$ cat src/rtl/handshake_arbiter.sv
// Round-robin arbiter (fixed priority with ARB_FIXED_PRIO_EN): N masters share one registered sink, at most MAX_BEATS beats per grant.
// Latency 1 cycle request->ready, 1 cycle accept->s_vaild. Stall: m_ready drops while the output word is held by !s_ready.
module handshake_arbiter #(
  parameter int NUM_MST   = 4,
  parameter int DATA_W    = 8,
  parameter int MAX_BEATS = 4,
  parameter int ID_W      = 2
) (
  input  logic                      sys_clk,
  input  logic                      reset,
  input  logic [NUM_MST-1:0]        m_vaild,
  input  logic [NUM_MST*DATA_W-1:0] m_data,
  output logic [NUM_MST-1:0]        m_ready,
  output logic                      s_vaild,
  output logic [DATA_W-1:0]         s_data,
  input  logic                      s_ready,
  output logic [ID_W-1:0]           grant_id,
  output logic                      busy
);

  typedef enum logic {IDLE, GRANT} state_t;

  state_t            state, state_nxt;
  logic [ID_W-1:0]   rr_ptr;
  logic [7:0]        beat_cnt;
  logic              out_free;
  logic              accept;
  logic              release_grant;
  logic              sel_vld;
  logic [ID_W-1:0]   sel_idx;
  logic [DATA_W-1:0] grant_data;

  always_comb begin
    sel_vld = 1'b0;
    sel_idx = '0;
`ifdef ARB_FIXED_PRIO_EN
    for (int i = NUM_MST - 1; i >= 0; i--) begin
      if (m_vaild[i]) begin
        sel_vld = 1'b1;
        sel_idx = ID_W'(i);
      end
    end
`else
    // Scan downward so the nearest requester after rr_ptr is written last.
    for (int i = NUM_MST; i >= 1; i--) begin
      if (m_vaild[(int'(rr_ptr) + i) % NUM_MST]) begin
        sel_vld = 1'b1;
        sel_idx = ID_W'((int'(rr_ptr) + i) % NUM_MST);
      end
    end
`endif
  end

  assign grant_data    = m_data[int'(grant_id) * DATA_W +: DATA_W];
  assign out_free      = !s_vaild || s_ready;
  assign accept        = (state == GRANT) && m_vaild[grant_id] && out_free;
  assign release_grant = (accept && (beat_cnt == 8'(MAX_BEATS - 1))) || !m_vaild[grant_id];
  assign busy          = (state == GRANT);

  always_comb begin
    m_ready   = '0;
    state_nxt = state;
    case (state)
      IDLE: begin
        if (sel_vld) state_nxt = GRANT;
      end
      GRANT: begin
        m_ready[grant_id] = out_free;
        if (release_grant) state_nxt = IDLE;
      end
      default: state_nxt = IDLE;
    endcase
  end

  always_ff @(posedge sys_clk) begin
    if (reset) state <= IDLE;
    else       state <= state_nxt;
  end

  always_ff @(posedge sys_clk) begin
    if (reset) begin
      s_vaild  <= 1'b0;
      s_data   <= '0;
      grant_id <= '0;
      beat_cnt <= '0;
      rr_ptr   <= ID_W'(NUM_MST - 1);
    end else begin
      if (state == IDLE && sel_vld) begin
        grant_id <= sel_idx;
        beat_cnt <= '0;
      end
      // A new accept refills the output register even while it drains.
      if (accept) begin
        s_vaild  <= 1'b1;
        s_data   <= grant_data;
        beat_cnt <= beat_cnt + 8'd1;
      end else if (s_ready) begin
        s_vaild  <= 1'b0;
      end
      if (state == GRANT && release_grant) rr_ptr <= grant_id;
    end
  end

endmodule

$ cat config.mk
export PLATFORM = sky130hd
export DESIGN_NAME = handshake_arbiter
export DESIGN_NICKNAME = d
export VERILOG_FILES = /design/src/rtl/handshake_arbiter.sv
export SDC_FILE = /design/constraint.sdc
export NUM_CORES = 1
export LEC_CHECK = 0
export BUFFER_PORTS_ARGS = -buffer_cell sky130_fd_sc_hd__buf_4
export CAP_MARGIN = 20
export CELL_PAD_IN_SITES_DETAIL_PLACEMENT = 1
export CELL_PAD_IN_SITES_GLOBAL_PLACEMENT = 2
export CORE_MARGIN = 8
export CORE_UTILIZATION = 23
export CTS_CLUSTER_DIAMETER = 120
export DETAILED_ROUTE_END_ITERATION = 8
export HOLD_SLACK_MARGIN = 0.03
export PLACE_DENSITY = 0.7
export RECOVER_POWER = 25
export SLEW_MARGIN = 20
export SYNTH_ARGS = -nofsm -noshare
export SYNTH_HDL_FRONTEND = slang
export SYNTH_SLANG_ARGS = --single-unit
$ cat constraint.sdc
create_clock -name sys_clk -period 1.8 [get_ports sys_clk]
set_input_delay 0.18 -clock sys_clk [delete_from_list [all_inputs] [get_ports sys_clk]]
set_output_delay 0.18 -clock sys_clk [all_outputs]
set_load 0.02 [all_outputs]
==> results of run 1 <==
-- path summary, 6_finish.rpt --
kind / to / slack, ns / cells past startpoint
worst min-delay path: grant_id[0] / 0.28 / 2
worst max-delay path: beat_cnt[2] / 0.09 / 5
worst min register to register: s_data[3] / 0.46 / 2
worst max register to register: beat_cnt[2] / 0.09 / 5
-- sequential cells by signal, indices dropped and copies added, names as in the netlist --
register	flops
beat_cnt	8
busy	1
grant_id	2
rr_ptr	2
s_data	8
s_vaild	1
-- placed cells by master, fill, tap and decap left out --
master / instances
a211o_1: 1
dfxtp_4: 1
nand4b_1: 1
nand3_4: 1
dfxtp_1: 21
bufinv_16: 1
clkbuf_8: 3
a31oi_1: 3
a311oi_1: 3
o31ai_1: 1
nand4_1: 1
mux4_2: 8
a211oi_1: 1
o311ai_0: 2
mux2i_1: 3
a21boi_1: 1
buf_4: 52
nor2b_1: 1
ha_1: 1
nor2_1: 12
clkbuf_1: 9
o221a_2: 1
nand3b_1: 2
mux4_1: 1
inv_1: 2
nand3_1: 7
and3_1: 2
a21oi_1: 17
a41oi_1: 2
or4_1: 2
nor4b_1: 1
nand2_1: 26
a21o_1: 1
nor3_1: 1
nand2b_1: 3
-- layer usage --
metal	up-vias	GRT usage (%)
li1	632	-
met1	651	11.1
met2	34	19.1
met3	4	2.49
met4	0	1.80
met5	-	0
-- layout make-up --
| type | instances | area, µm² |
|---|---|---|
| clock buffers | 3 | 41.3 |
| flip-flops and latches | 22 | 444 |
| multi-input cells | 106 | 756 |
| repair buffers | 61 | 424 |
| inverters | 2 | 7.51 |
| well taps | 72 | 90.1 |
| clock inverters | 1 | 30.0 |
| fillers | 678 | 3610 |
-- where the power goes --
part           total [mW]  internal, mW  switching (mW)  leakage, nW
registers           0.543         0.518          0.0252        0.180
clock network       0.461         0.297           0.165       0.0357
logic               0.379         0.186           0.194        0.487
total                1.38          1.00           0.383        0.703
-- logic make-up (layout without fill, tap and decap cells) --
group	count (synthesis)	in the layout	synth area share, %
simple gates	60	60	23.1
compound gates	33	33	17.0
flops	22	22	34.9
buf+inv	13	67	5.25
mux	12	12	18.7
fa+ha+maj	1	1	0.991
-- Yosys cell counts --
library cell	number	area, µm²
a41oi_1	2	17.5
nand3_1	7	35.0
dfxtp_1	22	440
o31ai_1	1	7.51
buf_2	2	10.0
or4_1	2	15.0
nand4_1	1	6.26
o221a_2	1	11.3
a311oi_1	3	26.3
ha_1	1	12.5
a211o_1	1	8.76
inv_1	2	7.51
nand3b_1	2	15.0
nor3_1	1	5.00
nand3_4	1	17.5
mux4_1	1	26.3
clkbuf_1	6	22.5
a31oi_1	3	18.8
buf_6	2	22.5
and3_1	2	12.5
nand2b_1	3	18.8
a211oi_1	1	7.51
buf_1	1	3.75
nor2b_1	1	6.26
a21o_1	1	7.51
mux2i_1	3	30.0
o311ai_0	2	17.5
nor4b_1	1	8.76
nand4b_1	1	8.76
a21boi_0	1	7.51
mux4_2	8	180
a21oi_1	17	85.1
nand2_1	26	97.6
nor2_1	12	45.0
-- worst max-delay path: cells and delay by family (launching register included) --
family                 cells  cell delay (ns)
buffers and inverters      1             0.20
AO/OA/AOI/OAI              1             0.08
AND/OR/NAND/NOR            2             0.39
flip-flops                 1             0.36
multiplexers               1             0.56
-- what timing repair did --
item	4_1_cts	5_1_grt
endpoints found under the setup margin	0	2
resized for setup	0	1
setup buffers	0	0
==> flow_summary.yaml, run 1 <==
critical_path:
  crit_path_cell_trace: "mux4_2, and3_1, buf_4, nand3b_1, a31oi_1"
  path_class: "register to register"
  cp-startpoint: "grant_id[0]"
  cp-end-kind: "register"
  cp_data_arrival_time_ns: 1.86
  worst_path_largest_cell_delay_ns: 0.56
  worstPathMaxFanout: 8
  critical_path_required_ns: 1.95
  crit_path_top_delay_cell: "mux4_2"
  startpoint_type: "register"
  crit-reg2reg-launch: "grant_id[0]"
route:
  drtAntennaViolNets: 0
  route.layer.met1.wl_um: 1830
  met3WireLength_um: 165
  drc: 0
  via_per_inst: 4.95
  route.top_layer_used: "met4"
  via_count: 1321
  met2_length_um: 2220
  drtIter0Drc: 33
  wirelength_um: 4240
  router_iterations_before_antenna_repair: 4
  wire_per_inst_um: 15.9
logic_synthesis:
  synth-seq-cells: 22
  synth.cell_area_um2: 1260
  synth.lib_cells_used.distinct: 34
  synthesis.nets: 181
  yosys_warnings: 0
  ys_seq_area_share_pct: 34.9
  post_synth.cell_area_avg_um2: 8.95
  netlist_instances: 141
global_routing:
  via_count_of_the_first_global_routing_pass: 1464
  globalRouteOverflowTotal: 0
  antenna_found_initial: 0
  grt_start_max_net_pins: 26
  wire_length_of_the_first_global_routing_pass_um: 6930
  global_routing_usage_summed_across_all_routing_layers_pct: 10.1
clocking:
  cts.path.max_buffers: 2
  number_of_h_tree_levels: 1
  worst_skew_pair.late_latency_ns: 0.26
  clkSlewWorstSetupHoldPaths_ns: 0.09
  tritoncts_num_sinks: 22
  master_cell_of_the_clock_root_buffer: "clkbuf_8"
  tritoncts.num_buffers: 3
  tritoncts: "done"
  ctsHoldBuffers: 0
floorplan:
  i_o_pins: 55
  die_w_um: 90.1
  fp.dieArea_um2: 8120
  core_region_area_um2: 5410
  placementRows: 27
  start_util_pct: 23.4
  die_h_um: 90.1
placed_design:
  placed_cell_area_um2: 1760
  dpl.cell_count: 263
  place_congestion: 0.765
  numPortBuffers: 54
  hpwlAfterDp_um: 3380
  pre_cts_ws_ns: 0.0956
sta:
  whs_ns: 0.276
  setup_repair_after_global_routing_missed_its_margin: "false"
  fin_crit_sh_pct: 94.9
  finalHoldViolCount: 0
  final_critical_period_ns: 1.71
  tightestPinTransition_ns: 0.336
  final_setup_violating_endpoints: 0
  slew_headroom_pct: 77.3
  totalNegativeSetupSlack_ns: 0
  finalClockSkew_ns: 0.00549
  timing_max_transition_violations_final: 0
  fmax_mhz: 585
  finalWorstSetupSlack_ns: 0.0914
min_path:
  min_path_type: "primary input to register"
  hold_path_startpoint: "reset"
power:
  power.total_mw: 1.38
  power.ir.vdd_worst_uv: 331
  leakagePower_nw: 0.703
  pd_cells_nw_per_um2: 772
layout:
  final_core_utilization_pct: 33.2
  area_growth_syn_to_layout_pct: 42.0
  antenna_cells: 0
  layout.nets: 236
  layout-drive-gt1-share_pct: 34.4
  post_route_cell_area_um2: 1790
  finish.cell_count_without_fillers: 267
outcome:
  status: "finished clean"
flow_run:
  max_cap_viol_count: 0
(Power assumes the default switching activity.)
==> run 2, diff against run 1 <==
--- a/config.mk
+++ b/config.mk
@@ -16,6 +16,7 @@
 export HOLD_SLACK_MARGIN = 0.03
 export PLACE_DENSITY = 0.7
 export RECOVER_POWER = 25
+export REMOVE_ABC_BUFFERS = 1
 export SLEW_MARGIN = 20
 export SYNTH_ARGS = -nofsm -noshare
 export SYNTH_HDL_FRONTEND = slang
==> flow_summary.yaml, run 2 (synthesized netlist as in run 1, its figures left out) <==
outcome:
  status: "finished clean"
floorplan:
  die_w_um: 90.1
  start_util_pct: 23.4
  i_o_pins: 55
  placementRows: 27
  core_region_area_um2: 5410
  die_h_um: 90.1
  fp.dieArea_um2: 8120
placed_design:
  place_congestion: 0.722
  placed_cell_area_um2: 1750
  dpl.cell_count: 263
  hpwlAfterDp_um: 3450
  pre_cts_ws_ns: 0.0235
  numPortBuffers: 54
power:
  power.ir.vdd_worst_uv: 294
  leakagePower_nw: 0.701
  power_report.internal_total_uw: 903
  power.total_mw: 1.30
  pd_cells_nw_per_um2: 729
  share_clk_of_total_power_pct: 28.3
  sw_share_pct: 30.5
  sequentialPowerShare_pct: 42.0
  switching_pwr_uw: 396
  share_comb_of_total_power_pct: 29.6
critical_path:
  reg2reg_setup_slack_ns: 0.09
  ff2ff_path_depth: 4
  critPathCapture: "beat_cnt[4]"
  cp_data_arrival_time_ns: 1.86
  critical_path_required_ns: 1.94
  cp-startpoint: "grant_id[0]"
  worstPathMaxFanout: 13
  regToRegEndpoint: "beat_cnt[4]"
  startpoint_type: "register"
  crit-reg2reg-launch: "grant_id[0]"
  path_class: "register to register"
  cp-end-kind: "register"
route:
  via_per_inst: 4.88
  drtAntennaViolNets: 0
  via_count: 1303
  wirelength_um: 4420
  wire_per_inst_um: 16.6
  router_iterations_before_antenna_repair: 4
  drc: 0
  drtIter0Drc: 58
global_routing:
  globalRouteMet1Util_pct: 12.1
  top_usage_layer: "met2"
  wire_length_of_the_first_global_routing_pass_um: 7100
  via_count_of_the_first_global_routing_pass: 1433
  globalRouteMet3Util_pct: 2.83
  globalRouteOverflowTotal: 0
  global_routing_usage_summed_across_all_routing_layers_pct: 10.5
  globalRouteMet2Util_pct: 18.8
  grt_start_max_net_pins: 26
  antenna_found_initial: 0
layout:
  layout.nets: 236
  antenna_cells: 0
  largest_registers: "beat_cnt x8, s_data x8"
  post_route_cell_area_um2: 1780
  mostFrequentLayoutCell: "buf_4"
  finish.cell_count_without_fillers: 267
  layout-drive-gt1-share_pct: 34.9
  area_growth_syn_to_layout_pct: 41.2
  most_used_cells_in_the_layout_excluding_fill_and_tap_cells: "buf_4 (53), nand2_1 (26), dfxtp_1 (22), a21oi_1 (17), nor2_1 (12)"
sta:
  finalHoldViolCount: 0
  final_critical_period_ns: 1.71
  tightestPinTransition_ns: 0.445
  slew_headroom_pct: 70.4
  finalClockSkew_ns: 0.00129
  fmax_mhz: 583
  totalNegativeSetupSlack_ns: 0
  fin_crit_sh_pct: 95.3
  setup_repair_after_global_routing_missed_its_margin: "false"
  timing_max_transition_violations_final: 0
  finalWorstSetupSlack_ns: 0.0854
  final_setup_violating_endpoints: 0
clocking:
  number_of_h_tree_levels: 1
  tritoncts: "done"
  clkSlewWorstSetupHoldPaths_ns: 0.09
  tritoncts_num_sinks: 22
  worst_skew_pair.late_latency_ns: 0.26
  master_cell_of_the_clock_root_buffer: "clkbuf_8"
  tritoncts.num_buffers: 3
  cts.path.max_buffers: 2
  ctsHoldBuffers: 0
  post_cts_buffers: 0
  postCtsResizedCells: 1
flow_run:
  max_cap_viol_count: 0
min_path:
  whs_path_depth: 2
  min_path_type: "primary input to register"
==> run 2: cell types whose count changed in the layout (fill, tap and decap cells not counted) <==
| cell | previous run | this run |
|---|---|---|
| bufinv_16 | 1 | 0 |
| dfxtp_4 | 1 | 0 |
| buf_4 | 52 | 53 |
| nor4b_1 | 1 | 0 |
| clkbuf_1 | 9 | 8 |
| dfxtp_1 | 21 | 22 |
| clkbuf_8 | 3 | 4 |
| nor4b_2 | 0 | 1 |
==> run 2: worst min-delay path by stage <==
stage	from	endpoint	slack, ns
2_1_floorplan	reset	beat_cnt[1]	0.25
3_3_place_gp	s_data[3]	s_data[3]	0.45
3_5_place_dp	s_data[2]	s_data[2]	0.45
4_1_cts	reset	s_data[3]	0.27
5_1_grt	reset	grant_id[1]	0.29
6_report	reset	busy	0.27
==> run 2: area by class of cell <==
cell class / count / area (µm²)
clock buffers: 4 / 55.1
inverters: 2 / 7.51
well taps: 72 / 90.1
multi-input cells: 106 / 762
fillers: 659 / 3620
flip-flops and latches: 22 / 440
repair buffers: 61 / 428
==> run 2: through the flow <==
step | utilization, % | hold WS [ns]
global placement | 32.4 | 0.451
detailed placement | 32.4 | 0.454
CTS | 33.4 | 0.274
floorplan | - | 0.249
finish | 33.0 | 0.272
global route | 33.0 | 0.286
==> run 2: per-layer routing <==
layer  routed length [µm]  share of wire [%]
met1                 1950                 44
met2                 2230                 50
met3                  229                5.2
met4                    8               0.18
met5                    0                  0
==> run 2: critical path, stage by stage, from the launching register on <==
cell and delay [ns]:
dfxtp_1 0.36, mux4_2 0.51, and3_1 0.35, a41oi_1 0.30, a311oi_1 0.07
==> run 2: power by group through the flow <==
stage | registers, mW | logic (mW) | clock network [mW]
6_report | 0.546 | 0.385 | 0.368
2_1_floorplan | 0.599 | 0.161 | 0
5_1_grt | 0.551 | 0.419 | 0.397
4_1_cts | 0.547 | 0.404 | 0.384
3_5_place_dp | 0.558 | 0.404 | 0
3_3_place_gp | 0.556 | 0.393 | 0
